## config.mk

```make
export PLATFORM = sky130hd
export DESIGN_NAME = bp_redirect_unit
export DESIGN_NICKNAME = d
export VERILOG_FILES = /design/src/rtl/bp_pkg.sv /design/src/rtl/btb_dm.sv /design/src/rtl/bp_redirect_unit.sv
export SDC_FILE = /design/constraint.sdc
export NUM_CORES = 1
export LEC_CHECK = 0
export CAP_MARGIN = 15
export CORE_ASPECT_RATIO = 1.25
export CORE_MARGIN = 8
export CORE_UTILIZATION = 45
export CTS_CLUSTER_SIZE = 24
export DETAILED_ROUTE_END_ITERATION = 8
export PLACE_DENSITY = 0.74
export SLEW_MARGIN = 20
export SYNTH_ARGS = -nofsm -noshare
export SYNTH_HDL_FRONTEND = slang
export SYNTH_SLANG_ARGS = --single-unit
```

## constraint.sdc

```tcl
create_clock -name clk -period 7.5 [get_ports clk]
set_clock_uncertainty 0.15 [all_clocks]
set_input_delay 0.75 -clock clk [delete_from_list [all_inputs] [get_ports clk]]
set_output_delay 0.75 -clock clk [all_outputs]
set_load 0.01 [all_outputs]
```

## src/rtl/bp_pkg.sv

```systemverilog
// ---------------------------------------------------------------------------
// bp_pkg
//   Shared types and constants for the branch redirect stage.
//
//   bp_entry_t  : prediction carried down the F->D->E pipeline alongside an
//                 instruction {valid, pred_taken, pred_tgt}.
//   btb_entry_t : one branch target buffer line as seen by a lookup.
//                 The tag is zero-extended to 32 bits so the type does not
//                 depend on the BTB size parameter.
//   PC_STEP     : sequential fetch increment in bytes.
// ---------------------------------------------------------------------------
package bp_pkg;

    localparam int PC_STEP = 4;

    typedef struct packed {
        logic        valid;
        logic        pred_taken;
        logic [31:0] pred_tgt;
    } bp_entry_t;

    typedef struct packed {
        logic        valid;
        logic [31:0] tag;
        logic [31:0] target;
    } btb_entry_t;

endpackage

```

## src/rtl/btb_dm.sv

```systemverilog
// ---------------------------------------------------------------------------
// btb_dm
//   Direct-mapped branch target buffer. Asynchronous read, synchronous write.
//   Only the valid bits are reset; tag/target contents are don't-care while
//   their valid bit is clear.
//
//   Ports:
//     clk     in   rising-edge clock
//     reset   in   asynchronous, active-low; clears every valid bit
//     rd_pc   in   lookup PC (index = rd_pc[MEM_SIZE+1:2])
//     hit     out  entry valid and tag matches rd_pc[31:MEM_SIZE+2]
//     rd_tgt  out  stored target of the indexed entry
//     we      in   write enable
//     wr_pc   in   PC of the branch being recorded
//     wr_tgt  in   taken target of that branch
//
//   A write and a read to the same index in one cycle: the read sees the
//   contents from before the write, since the array only changes at the edge.
// ---------------------------------------------------------------------------
module btb_dm
    import bp_pkg::*;
#(
    parameter int MEM_SIZE = 4,
    parameter int TAG_W    = 32 - MEM_SIZE - 2
) (
    input  logic        clk,
    input  logic        reset,
    input  logic [31:0] rd_pc,
    output logic        hit,
    output logic [31:0] rd_tgt,
    input  logic        we,
    input  logic [31:0] wr_pc,
    input  logic [31:0] wr_tgt
);

    localparam int DEPTH = 1 << MEM_SIZE;

    logic [DEPTH-1:0]    valid_q;
    logic [TAG_W-1:0]    tag_q [DEPTH];
    logic [31:0]         tgt_q [DEPTH];

    logic [MEM_SIZE-1:0] rd_idx;
    logic [MEM_SIZE-1:0] wr_idx;
    logic [TAG_W-1:0]    rd_tag;
    btb_entry_t          rd_entry;

    // Instruction PCs are word aligned; the byte-offset bits carry no information.
    logic unused_pc_bits;
    assign unused_pc_bits = ^{rd_pc[1:0], wr_pc[1:0]};

    assign rd_idx = rd_pc[MEM_SIZE+1:2];
    assign wr_idx = wr_pc[MEM_SIZE+1:2];
    assign rd_tag = rd_pc[31:MEM_SIZE+2];

    assign rd_entry = '{
        valid:  valid_q[rd_idx],
        tag:    {{(32-TAG_W){1'b0}}, tag_q[rd_idx]},
        target: tgt_q[rd_idx]
    };

    assign hit    = rd_entry.valid && (rd_entry.tag == {{(32-TAG_W){1'b0}}, rd_tag});
    assign rd_tgt = rd_entry.target;

    always_ff @(posedge clk or negedge reset) begin
        if (!reset) begin
            valid_q <= '0;
        end else if (we) begin
            valid_q[wr_idx] <= 1'b1;
        end
    end

    // Payload has no reset: it is only observed through a set valid bit.
    always_ff @(posedge clk) begin
        if (we) begin
            tag_q[wr_idx] <= wr_pc[31:MEM_SIZE+2];
            tgt_q[wr_idx] <= wr_tgt;
        end
    end

endmodule

```

## src/rtl/bp_redirect_unit.sv

```systemverilog
// ---------------------------------------------------------------------------
// bp_redirect_unit
//   Next-PC selection and misprediction recovery around the 2-bit counter
//   predictor (BPU_2). The predictor's direction (BP) is only trusted when
//   the BTB also knows a target for PCF. The prediction rides with the
//   instruction to Execute, where it is checked against the resolved branch.
//
//   Ports:
//     clk, reset        clock; asynchronous active-low reset
//     BP                predictor direction for PCF (1 = taken)
//     PCF               current fetch PC
//     StallF, StallD    hazard unit stalls for F capture / D register
//     FlushE            hazard unit bubble into E
//     BranchE, ZeroE    E-stage branch flag and condition (taken = both)
//     PCE, PCTargetE    E-stage PC and computed branch target
//     PCNextF           next fetch PC
//     MispredictE       one-cycle redirect; hazard unit flushes D and E
//     BranchB/ZeroB/PCB predictor update port (resolved branch, outcome, PC)
//     BrCount           resolved branches, saturating
//     MissCount         mispredictions, saturating
// ---------------------------------------------------------------------------
module bp_redirect_unit
    import bp_pkg::*;
#(
    parameter int MEM_SIZE = 4,
    parameter int TAG_W    = 32 - MEM_SIZE - 2
) (
    input  logic        clk,
    input  logic        reset,
    input  logic        BP,
    input  logic [31:0] PCF,
    input  logic        StallF,
    input  logic        StallD,
    input  logic        FlushE,
    input  logic        BranchE,
    input  logic        ZeroE,
    input  logic [31:0] PCE,
    input  logic [31:0] PCTargetE,
    output logic [31:0] PCNextF,
    output logic        MispredictE,
    output logic        BranchB,
    output logic        ZeroB,
    output logic [31:0] PCB,
    output logic [31:0] BrCount,
    output logic [31:0] MissCount
);

    localparam logic [31:0] STEP    = 32'(PC_STEP);
    localparam logic [31:0] CNT_MAX = 32'hFFFF_FFFF;

    // ---------------- fetch-side lookup ----------------
    logic        btb_hit_f;
    logic [31:0] btb_tgt_f;
    logic        pred_taken_f;

    // ---------------- prediction pipeline ----------------
    bp_entry_t d_q;
    bp_entry_t e_q;

    // ---------------- execute-side resolution ----------------
    logic resolve_e;
    logic actual_taken_e;
    logic miss_e;
    logic btb_we;

    btb_dm #(
        .MEM_SIZE (MEM_SIZE),
        .TAG_W    (TAG_W)
    ) u_btb (
        .clk    (clk),
        .reset  (reset),
        .rd_pc  (PCF),
        .hit    (btb_hit_f),
        .rd_tgt (btb_tgt_f),
        .we     (btb_we),
        .wr_pc  (PCE),
        .wr_tgt (PCTargetE)
    );

    // A taken direction without a known target cannot be followed.
    assign pred_taken_f = BP & btb_hit_f;

    assign resolve_e      = e_q.valid & BranchE;
    assign actual_taken_e = BranchE & ZeroE;

    // Wrong direction, or right direction (taken) but stale target.
    always_comb begin
        miss_e = 1'b0;
        if (resolve_e) begin
            if (actual_taken_e != e_q.pred_taken) begin
                miss_e = 1'b1;
            end else if (actual_taken_e && (e_q.pred_tgt != PCTargetE)) begin
                miss_e = 1'b1;
            end
        end
    end

    // Redirect from E outranks any fetch-side prediction.
    always_comb begin
        PCNextF = PCF + STEP;
        if (miss_e) begin
            PCNextF = actual_taken_e ? PCTargetE : (PCE + STEP);
        end else if (pred_taken_f) begin
            PCNextF = btb_tgt_f;
        end
    end

    // Only taken branches teach the BTB a target.
    assign btb_we = resolve_e & ZeroE;

    assign MispredictE = miss_e;
    assign BranchB     = resolve_e;
    assign ZeroB       = ZeroE;
    assign PCB         = PCE;

    // D register: a redirect squashes the wrong-path entry even under stall.
    always_ff @(posedge clk or negedge reset) begin
        if (!reset) begin
            d_q <= '0;
        end else if (miss_e) begin
            d_q <= '0;
        end else if (!StallD) begin
            d_q <= '{valid: ~StallF, pred_taken: pred_taken_f, pred_tgt: btb_tgt_f};
        end
    end

    always_ff @(posedge clk or negedge reset) begin
        if (!reset) begin
            e_q <= '0;
        end else if (FlushE || miss_e) begin
            e_q <= '0;
        end else begin
            e_q <= d_q;
        end
    end

    always_ff @(posedge clk or negedge reset) begin
        if (!reset) begin
            BrCount   <= '0;
            MissCount <= '0;
        end else begin
            if (resolve_e && (BrCount != CNT_MAX)) begin
                BrCount <= BrCount + 32'd1;
            end
            if (miss_e && (MissCount != CNT_MAX)) begin
                MissCount <= MissCount + 32'd1;
            end
        end
    end

endmodule
```

==> reports/results.tsv <==
stage	metric	value	unit
timing	RSZ-0062 raised after global routing	false	
placed_design	HPWL after DPL	81.5	mm
floorplanning	die area	113000	um^2
worst_setup_path	CP Capture Type	primary output	
timing	final hold viol count	0	
logic_synthesis	ys flop type	edfxtp_1	
clock_tree	TritonCTS Sinks	1076	
logic_synthesis	asr flop ratio synth	13.8	%
floorplanning	Initial Util	45.2	%
route	drt wl/cell	30.7	um
min_path	hold crit path type	register to register	
run	Max Cap Viol	0	
worst_setup_path	crit start category	input port	
clock_tree	CTS tree	yes	
pwr	Power Total	12.5	mW
timing	Slew @ Worst Pin	1200	ps
floorplanning	Ports	235	
timing	Pins Over Slew Limit	0	
logic_synthesis	Avg Cell Area, Syn	17.9	um^2
timing	fin crit period	6890	ps
clock_tree	CTS H-Tree Depth	3	
logic_synthesis	Synth Warn #	0	
clock_tree	Clock Path Buffers	3	
pwr	leak pwr	17.7	nW
global_route	vias in the first global route	26100	
global_route	Overall Global Routing Usage	22.6	%
global_route	initial antenna violation count	12	
route	via/cell ratio	6.23	
clock_tree	post-CTS setup buffer count	0	
timing	achievable frequency	0.145	GHz
clock_tree	Reg clk slew, reported paths	60	ps
logic_synthesis	post-synthesis instance total	2563	
global_route	first-pass GRT wire length	186	mm
clock_tree	CTS Hold Buffers Added	1	
global_route	largest net degree at the start of global routing	86	
floorplanning	area of the core	102000	um^2
route	via count	26300	
route	initial drt markers	3529	
route	final wirelength	130	mm
clock_tree	CTS resizes	0	
timing	Rel. slew slack	19.1	%
pwr	peak supply drop	0.000182	V
floorplanning	die height	373	um
global_route	GRT overflow	0	
placed_design	IO Port Bufs	234	
finish	post-route insts no fill	4231	
logic_synthesis	post-synthesis sequential area ratio	68.7	%
pwr	PwrDens	238	nW/um^2
finish	Nets	2927	
route	router iterations before antenna repair	6	
floorplanning	FP Rows	131	
route	# DRC	0	
clock_tree	Root Driver	clkbuf_16	
worst_setup_path	CP required	6600	ps
logic_synthesis	syn_nets	2674	
timing	# setup viols final	0	
worst_setup_path	Critical Path AT	5990	ps
logic_synthesis	flip-flop and latch count after synthesis	1076	
worst_setup_path	Setup CP Type	input port to primary output	
timing	Tcrit/Tclk final	91.9	%
finish	Layout area overhead	14.4	%
worst_setup_path	worst-path maximum fanout	79	
placed_design	Placer Congestion	0.966	
timing	setup TNS	0	ps
placed_design	Placed Instances	4044	
status	status	completed	
clock_tree	clk_lat worst skew	670	ps
clock_tree	CTS Buf Count	99	
finish	Final Core Density	51.7	%
logic_synthesis	EDFF count, synth	928	
floorplanning	Die W	302	um
route	antenna viol nets, final	0	
logic_synthesis	Post-Synthesis Cell Area	45900	um^2
logic_synthesis	Synth cell types	89	
finish	share of cells above drive strength 1	17.9	%
[cells in the final DEF, fill, tap and decap left out, types with 33 or more instances in the layout]
cell	instances
xnor2_1	86
nor2_1	61
nand4_1	46
mux4_2	177
and2_1	45
a21oi_1	42
edfxtp_1	928
dfrtp_1	148
nand3_1	56
mux2i_1	52
nand2_1	171
buf_4	96
clkdlybuf4s50_1	229
xor2_1	82
clkbuf_16	101
mux4_1	74
and3_1	33
[layout make-up]
| cell class | count | area [um^2] |
|---|---|---|
| tap | 1330 | 1660 |
| sequential | 1076 | 31600 |
| multi-input combinational | 1288 | 13000 |
| clock buffer | 125 | 2650 |
| timing repair buffer | 333 | 3120 |
| clock inverter | 56 | 477 |
| inverter | 18 | 68.8 |
| fill | 7913 | 49000 |
| antenna | 5 | 12.5 |
[flip-flops by register name, indices dropped and copies added (netlist names)]
register and count:
u_btb.tgt_q 512, u_btb.tag_q 416, d_q 34, e_q 34, BrCount 32, MissCount 32, u_btb.valid_q 16
[worst paths after layout]
| kind | startpoint | end | slack, ps | cells after the start |
|---|---|---|---|---|
| min | u_btb.valid_q[2] | u_btb.valid_q[2] | 320 | 1 |
| max | PCF[2] | PCNextF[25] | 610 | 10 |
| max reg2reg | u_btb.tag_q[12][3] | d_q[32] | 3960 | 8 |
| min reg2reg | u_btb.valid_q[2] | u_btb.valid_q[2] | 320 | 1 |
| max in group asynchronous | reset | e_q[22] | 5180 | 3 |
| min in group asynchronous | reset | BrCount[14] | 530 | 2 |
[synthesized netlist by cell type (all sizes together), types with 3 or more instances]
library cell | count | share of area (%)
or2 | 17 | 0.23
nand2b | 18 | 0.25
or4b | 3 | 0.065
nand2 | 173 | 1.4
edfxtp | 928 | 61
buf | 96 | 1.6
mux2 | 7 | 0.17
xnor2 | 86 | 1.6
ha | 7 | 0.19
o21ai | 9 | 0.098
a22o | 5 | 0.095
nand4 | 46 | 0.63
and2 | 47 | 0.64
nor2 | 74 | 0.60
a31oi | 32 | 0.44
and3 | 34 | 0.47
o211ai | 26 | 0.42
a22oi | 9 | 0.15
or4 | 4 | 0.076
o2111a | 5 | 0.12
xor2 | 82 | 1.6
o31ai | 35 | 0.66
mux4 | 251 | 13
nor2b | 14 | 0.20
nor3b | 3 | 0.049
a21oi | 42 | 0.46
or3 | 6 | 0.093
mux2i | 52 | 1.1
and4 | 11 | 0.21
o221ai | 3 | 0.071
clkbuf | 81 | 1.3
nor3 | 35 | 0.42
inv | 18 | 0.15
a211o | 4 | 0.079
a211oi | 12 | 0.20
nor4 | 42 | 0.95
dfrtp | 148 | 8.1
nand3 | 57 | 0.62
o22ai | 6 | 0.082
a2111oi | 6 | 0.17
[layer usage]
layer,track usage (%),routed length [um],vias to the layer above,share of wire [%]
met4,8.63,4900,10,3.8
met1,30.2,49200,13600,38
met5,0,67,-,0.052
li1,-,-,10700,-
met3,6.64,15600,302,12
met2,34.9,60200,1668,46
[per-stage QoR]
step                worst slack [ps]  hold slack (ps)  instance area (um^2)
finish                           609              318                 52600
floorplan                       1530              280                 45900
global route                     501              335                 52600
CTS                              858              316                 52600
detailed placement               891              300                 49400
global placement                 886              294                 49400
[cell families (layout without fill, tap and decap cells)]
| group | after synthesis | in the layout | synth area share [%] |
|---|---|---|---|
| DFF | 1076 | 1076 | 68.7 |
| and+or+nand+nor | 593 | 593 | 7.08 |
| muxes | 310 | 310 | 14.2 |
| AOI/OAI and AO/OA | 210 | 210 | 3.38 |
| buffers and inverters | 199 | 532 | 3.22 |
| xor gates and xnor gates | 168 | 168 | 3.20 |
| adders and majority gates | 7 | 7 | 0.191 |
| other | 0 | 5 | 0 |
[power by group]
part           switching [mW]  leakage [nW]  internal [mW]  total (mW)
Combinational           0.598          5.90          0.403        1.00
Clock                    2.19          1.52           2.72        4.90
Sequential             0.0513          10.3           6.58        6.63
[critical path, stage by stage]
cell and delay, ps:
buf_8 600, buf_12 420, mux4_2 550, o21ai_0 210
mux2i_1 130, a211oi_1 490, and3_1 800, a31oi_1 220
o31ai_1 910, clkdlybuf4s50_1 710
Note: power is estimated with default switching activity, not from simulation.
